`src/rtl/frame_size_encoder_if.sv`:
```
// Sample ingress / transform-size result bundle for frame_size_encoder.
//   master : drives sample_valid, sample_last, code_ready; observes the result side.
//   slave  : the encoder; consumes samples and drives the result holding register.
// Signals:
//   sample_valid  one sample accepted this cycle
//   sample_last   qualifies sample_valid: final sample of the frame
//   code_out      4-bit transform size code
//   code_valid    code_out holds an unconsumed result
//   code_ready    downstream accepts code_out when code_valid=1
//   size_err      qualifies code_out: measured length was unsupported
//   frame_drop    one-cycle pulse: a completed frame's result was discarded
interface frame_size_encoder_if;
  logic       sample_valid;
  logic       sample_last;
  logic [3:0] code_out;
  logic       code_valid;
  logic       code_ready;
  logic       size_err;
  logic       frame_drop;

  modport master (
    output sample_valid, sample_last, code_ready,
    input  code_out, code_valid, size_err, frame_drop
  );

  modport slave (
    input  sample_valid, sample_last, code_ready,
    output code_out, code_valid, size_err, frame_drop
  );
endinterface

```
`src/rtl/frame_size_encoder.sv`:
```
// Measures the length of each sample frame and encodes it into the 4-bit transform
// size code (64->0110 ... 2048->1011). One result per frame is presented on a
// valid/ready holding register; a frame that completes while a result is still
// held and not being accepted is dropped and flagged on frame_drop.
// Ports:
//   clk  system clock, rising edge
//   rst  synchronous active-high reset
//   bus  frame_size_encoder_if.slave (sample input, code result output)
// Build option:
//   FRAME_SIZE_ROUND_EN  round unsupported lengths 1..2048 up to the next supported
//                        size (err=0); longer frames give 1011 with err=1.
module frame_size_encoder #(
  parameter int unsigned CNT_W        = 12,
  parameter logic [3:0]  DEFAULT_CODE = 4'b1001
) (
  input logic                  clk,
  input logic                  rst,
  frame_size_encoder_if.slave  bus
);

  typedef enum logic [0:0] {StCount, StHold} state_e;

  localparam logic [CNT_W-1:0] CntMax = '1;

  state_e           state_q, state_d;
  logic [CNT_W-1:0] count_q, count_d;
  logic [3:0]       code_q, code_d;
  logic             err_q, err_d;
  logic             drop_q, drop_d;

  logic [CNT_W-1:0] count_inc;
  logic             frame_done;
  logic [3:0]       enc_code;
  logic             enc_err;

  // Saturating increment; also serves as the frame total on the last sample.
  assign count_inc  = (count_q == CntMax) ? count_q : count_q + CNT_W'(1);
  assign frame_done = bus.sample_valid & bus.sample_last;

  always_comb begin
    count_d = count_q;
    if (bus.sample_valid) begin
      count_d = bus.sample_last ? '0 : count_inc;
    end
  end

`ifdef FRAME_SIZE_ROUND_EN
  always_comb begin
    enc_err = 1'b0;
    if (count_inc <= CNT_W'(64)) begin
      enc_code = 4'b0110;
    end else if (count_inc <= CNT_W'(128)) begin
      enc_code = 4'b0111;
    end else if (count_inc <= CNT_W'(256)) begin
      enc_code = 4'b1000;
    end else if (count_inc <= CNT_W'(512)) begin
      enc_code = 4'b1001;
    end else if (count_inc <= CNT_W'(1024)) begin
      enc_code = 4'b1010;
    end else begin
      enc_code = 4'b1011;
      enc_err  = (count_inc > CNT_W'(2048));
    end
  end
`else
  always_comb begin
    enc_code = DEFAULT_CODE;
    enc_err  = 1'b1;
    case (count_inc)
      CNT_W'(64):   begin enc_code = 4'b0110; enc_err = 1'b0; end
      CNT_W'(128):  begin enc_code = 4'b0111; enc_err = 1'b0; end
      CNT_W'(256):  begin enc_code = 4'b1000; enc_err = 1'b0; end
      CNT_W'(512):  begin enc_code = 4'b1001; enc_err = 1'b0; end
      CNT_W'(1024): begin enc_code = 4'b1010; enc_err = 1'b0; end
      CNT_W'(2048): begin enc_code = 4'b1011; enc_err = 1'b0; end
      default:      ;
    endcase
  end
`endif

  always_comb begin
    state_d = state_q;
    code_d  = code_q;
    err_d   = err_q;
    drop_d  = 1'b0;
    unique case (state_q)
      StCount: begin
        if (frame_done) begin
          code_d  = enc_code;
          err_d   = enc_err;
          state_d = StHold;
        end
      end
      StHold: begin
        if (bus.code_ready) begin
          if (frame_done) begin
            // Accept and reload in the same cycle: no bubble.
            code_d = enc_code;
            err_d  = enc_err;
          end else begin
            state_d = StCount;
          end
        end else if (frame_done) begin
          drop_d = 1'b1;
        end
      end
      default: state_d = StCount;
    endcase
  end

  always_ff @(posedge clk) begin
    if (rst) begin
      state_q <= StCount;
      count_q <= '0;
      code_q  <= DEFAULT_CODE;
      err_q   <= 1'b0;
      drop_q  <= 1'b0;
    end else begin
      state_q <= state_d;
      count_q <= count_d;
      code_q  <= code_d;
      err_q   <= err_d;
      drop_q  <= drop_d;
    end
  end

  assign bus.code_out   = code_q;
  assign bus.code_valid = (state_q == StHold);
  assign bus.size_err   = err_q;
  assign bus.frame_drop = drop_q;

endmodule

```
`src/flat_wrapper.sv`:
```
// flat-port wrapper written by rule: the top's interface ports become plain ports
module frame_size_encoder_flat 
#(
  parameter int unsigned CNT_W        = 12,
  parameter logic [3:0]  DEFAULT_CODE = 4'b1001
)
  (clk, rst, bus_sample_valid, bus_sample_last, bus_code_ready, bus_code_out, bus_code_valid, bus_size_err, bus_frame_drop);
  frame_size_encoder_if bus_i ();
  input logic clk;
  input logic rst;
  input wire logic [$bits(bus_i.sample_valid)-1:0] bus_sample_valid;
  input wire logic [$bits(bus_i.sample_last)-1:0] bus_sample_last;
  input wire logic [$bits(bus_i.code_ready)-1:0] bus_code_ready;
  output wire logic [$bits(bus_i.code_out)-1:0] bus_code_out;
  output wire logic [$bits(bus_i.code_valid)-1:0] bus_code_valid;
  output wire logic [$bits(bus_i.size_err)-1:0] bus_size_err;
  output wire logic [$bits(bus_i.frame_drop)-1:0] bus_frame_drop;
  assign bus_i.sample_valid = bus_sample_valid;
  assign bus_i.sample_last = bus_sample_last;
  assign bus_i.code_ready = bus_code_ready;
  assign bus_code_out = bus_i.code_out;
  assign bus_code_valid = bus_i.code_valid;
  assign bus_size_err = bus_i.size_err;
  assign bus_frame_drop = bus_i.frame_drop;
  frame_size_encoder #(.CNT_W(CNT_W), .DEFAULT_CODE(DEFAULT_CODE)) u_core (.clk(clk), .rst(rst), .bus(bus_i));
endmodule
```
`config.mk`:
```
export PLATFORM = sky130hd
export DESIGN_NAME = frame_size_encoder_flat
export DESIGN_NICKNAME = d
export VERILOG_FILES = /design/src/rtl/frame_size_encoder_if.sv /design/src/rtl/frame_size_encoder.sv /design/src/flat_wrapper.sv
export SDC_FILE = /design/constraint.sdc
export NUM_CORES = 1
export LEC_CHECK = 0
export CAP_MARGIN = 40
export CORE_MARGIN = 2
export CORE_UTILIZATION = 35
export CTS_BUF_LIST = sky130_fd_sc_hd__clkbuf_8
export DETAILED_ROUTE_END_ITERATION = 10
export GPL_ROUTABILITY_DRIVEN = 0
export PLACE_DENSITY = 0.55
export SLEW_MARGIN = 20
export SYNTH_ARGS = -nofsm -noshare
export SYNTH_HDL_FRONTEND = slang
export SYNTH_SLANG_ARGS = --single-unit
```
`constraint.sdc`:
```
create_clock -name clk -period 2.3 [get_ports clk]
set_input_delay 0.345 -clock clk [delete_from_list [all_inputs] [get_ports clk]]
set_output_delay 0.345 -clock clk [all_outputs]
set_load 0.05 [all_outputs]
```
==> metrics.md <==
| Metric | Value |
|---|---|
| Run status | completed |
| Sw frac | 26.0% |
| Post-route clock period utilization | a little over nine tenths |
| Clock power frac | between 30% and 40% |
| Mapped Nets | ~180 |
| Biggest area consumer among synthesized cells | dfxtp_1 |
| Total power | between 600 and 700 uW |
| Synthesized flop and latch total | 19 |
| Post-DP HPWL | ~2.9 mm |
| Number of flops mapped to enable cells by yosys | 0 |
| First-pass GRT wire length | around 6.9 mm |
| HP Start | u_core.bus.size_err |
| Avg Cell Area, Syn | 7.64 sq um |
| F_max | ~450 MHz |
| Initial core utilization | around 36% |
| ANT cells | 0 |
| WL/cell | roughly 16 um |
| Flop-to-flop setup slack | roughly 0.088 ns |
| Critical Path Source Type | flop |
| Setup_tns | 0 ns |
| Top cell type's share of synthesized area | around 28% |
| Clock-pin slew on the worst setup and hold paths | about 0.08 ns |
| CP Cell Sequence | buf_4 -> nand4_2 -> or3_1 -> and2_4 -> mux2_2 -> or4_4 -> a21o_1 |
| Top FF cell, synth | dfxtp_1 |
| Cells after Synth | between 150 and 200 |
| Tightest Hold Check Type | flop to flop |
| Seq/Total Area, Yosys | 28.3% |
| Core area | 0.00369 sq mm |
| Worst Hold Slack | roughly 0.47 ns |
| Worst hold path depth | 2 |
| Vias in the first global route | between 1000 and 1500 |
| Max Slew Vio Count | 0 |
| Number of antenna violations at the first check in global routing | 0 |
| CP max-delay cell | or4_4 |
| CP Capture Type | flop |
| H-tree Lvls | 1 |
| Fill cells | between 300 and 400 |
| Die area | roughly 0.0044 sq mm |
| Post-DP Area | roughly 0.0016 sq mm |
| Die H | 66.0 um |
| R2r startpoint | u_core.count_q[0] |
| Crit-path max cell delay | 0.50 ns |
| Netlist cell types | between 50 and 60 |
| Combinational fraction of design power | around an eighth |
| Layout cells sized above 1 | approximately 22% |
| Sequential cell area | between 300 and 400 sq um |
| Rows | 22 |
| Worst Path Max Fanout | 10 |
| IO Pins | 12 |
| CP required | 2.46 ns |
| Sw Pwr | about 170 uW |
| Dpl ws | between 0.04 and 0.05 ns |
| Async S/R FF share, synth | 0% |
| WS Path Type | flop to flop |
| Max VDD drop | between 0.3 and 0.4 mV |
| Final WS setup | just under 0.09 ns |
| Worst rel slew slack | between 60 and 70% |
| Starting DRC count in detailed routing | 116 |
| Setup violations, final | 0 |
| Num CTS Buffers | 3 |
| Vias per cell | around 6 |
| DRC violation count after routing | 0 |
| Max Cap Viol | 0 |
| RSZ-0062 raised after global routing | false |
| CTS tree | built |
| Crit path DAT | 2.37 ns |
| Mapped Area | roughly 0.0013 sq mm |
| Slew @ Worst Pin | 0.505 ns |
| Remaining Overflow, GRT | 0 |
| All-layer global routing usage | between 20 and 25% |
| Largest net degree at the start of global routing | 14 |
| Worst min-delay path endpoint | u_core.bus.size_err |
| Die Wd | between 60 and 70 um |
| Reg power frac | between 50% and 60% |
| First-pass DRT Iterations | 4 |
| Vias | roughly 1500 |
| FF-to-FF End | u_core.bus.code_out[3] |
| Root Driver | clkbuf_8 |
| Crit path time final | about 2.2 ns |
| Clock Latency Late Sink | ~0.26 ns |
| Reg2Reg Depth | 7 |
| IO buf count | 11 |
| Clk sinks | 19 |
| P&R area growth vs syn | 26.0% |
| ANT nets after route | 0 |
| Post-Layout Inst Area | about 0.0017 sq mm |
| Post-CTS Setup Repair Bufs | 0 |
| Power Density | between 300 and 400 mW/mm^2 |
| Final hold viol count | 0 |
| Synth warn | 0 |
| Leak | 0.601 nW |
| Worst Skew | 0.00491 ns |
| Final net count | 210 |
| Synth top area cells | dfxtp_1 (28%), a21oi_1 (6.0%), nor2_1 (5.6%), nor3_1 (4.1%), nand2_1 (3.4%) |
| Int Power | roughly 480 uW |
| Multi-input gate area | between 800 and 900 sq um |
| Clock buffer depth | 2 |
| Final wirelength | around 3.9 mm |
-- repair_timing --
item                                    in CTS  in global routing
hold buffers                                 0                  0
resized for setup                            0                  5
endpoints found under the setup margin       0                  3
-- worst max-delay path: cells and delay by family (launching register included) --
family          cells  cell delay [ns]
simple gates        4             1.14
flops               1             0.34
mux                 1             0.29
buf+inv             1             0.17
compound gates      1             0.17
-- power groups by stage --
stage	clock [mW]	sequential, mW	combinational (mW)
after detailed placement	0	0.344	0.0788
after global placement	0	0.344	0.0783
after floorplan	0	0.356	0.0348
final	0.238	0.336	0.0792
after CTS	0.250	0.336	0.0792
after global routing	0.267	0.337	0.0865
-- stage by stage --
stage	std cells	utilization [%]
detailed placement	247	44.5
CTS	251	45.7
global route	251	45.9
global placement	247	44.5
floorplan	176	-
finish	251	45.9
-- cell usage after synthesis (all sizes together) (2+ instances only) --
master / n
and4: 4
inv: 3
dfxtp: 19
a41oi: 2
a31o: 2
nor2: 20
and3: 2
and2: 2
nand4: 5
nand2: 12
buf: 9
o21ai: 5
nand2b: 2
clkbuf: 6
nor2b: 3
a31oi: 6
nor3: 11
a21oi: 17
nand3: 8
a21o: 2
or4: 3
a211oi: 5
-- layout by cell type, fill, tap and decap left out, drive strengths merged, types with 4 or more instances in the layout --
master         instances
nand4                  5
inv                    4
a211oi                 5
nand3                  8
nand2                 12
o21ai                  5
nor3                  11
clkdlybuf4s50         11
nor2                  20
a31oi                  6
buf                   27
and4                   4
a21oi                 17
dfxtp                 19
-- logic make-up after synthesis --
family,synth area share (%)
multiplexers,0.838
AO/OA/AOI/OAI,28.6
AND/OR/NAND/NOR,33.2
XOR/XNOR,1.30
flip-flops,28.3
adder cells (fa/ha/maj),0.931
buffers and inverters,6.80
-- per-layer routing --
layer,share of wire [%],global-route usage [%],vias to the layer above
met5,0,0,-
met4,0.74,6.12,0
met3,6.3,3.58,4
met2,48,34.3,70
met1,45,26.9,707
li1,-,-,727
-- final cells by class --
type                            instances  area share [%]
Clock buffer                            3            2.44
Tap cell                               48            3.55
Timing Repair Buffer                   38            18.5
Inverter                                3           0.665
Sequential cell                        19            22.6
Clock inverter                          1           0.222
Multi-Input combinational cell        139            52.0
-- state kept, by name, indices dropped and copies added, names as in the netlist --
register,flops
u_core.bus.code_out,4
u_core.bus.code_valid,1
u_core.bus.frame_drop,1
u_core.bus.size_err,1
u_core.count_q,12
-- worst max path at each step --
stage          slack (ns)                endpoint               from  cells past startpoint
6_report             0.09  u_core.bus.code_out[3]  u_core.count_q[0]                      7
5_1_grt            0.0009  u_core.bus.code_out[3]  u_core.count_q[0]                      7
4_1_cts              0.03  u_core.bus.code_out[3]  u_core.count_q[0]                      7
3_5_place_dp         0.05  u_core.bus.code_out[3]  u_core.count_q[0]                      7
3_3_place_gp         0.08  u_core.bus.code_out[3]  u_core.count_q[0]                      7
2_1_floorplan        0.04  u_core.bus.code_out[3]  u_core.count_q[1]                      8
(Power assumes the default switching activity.)
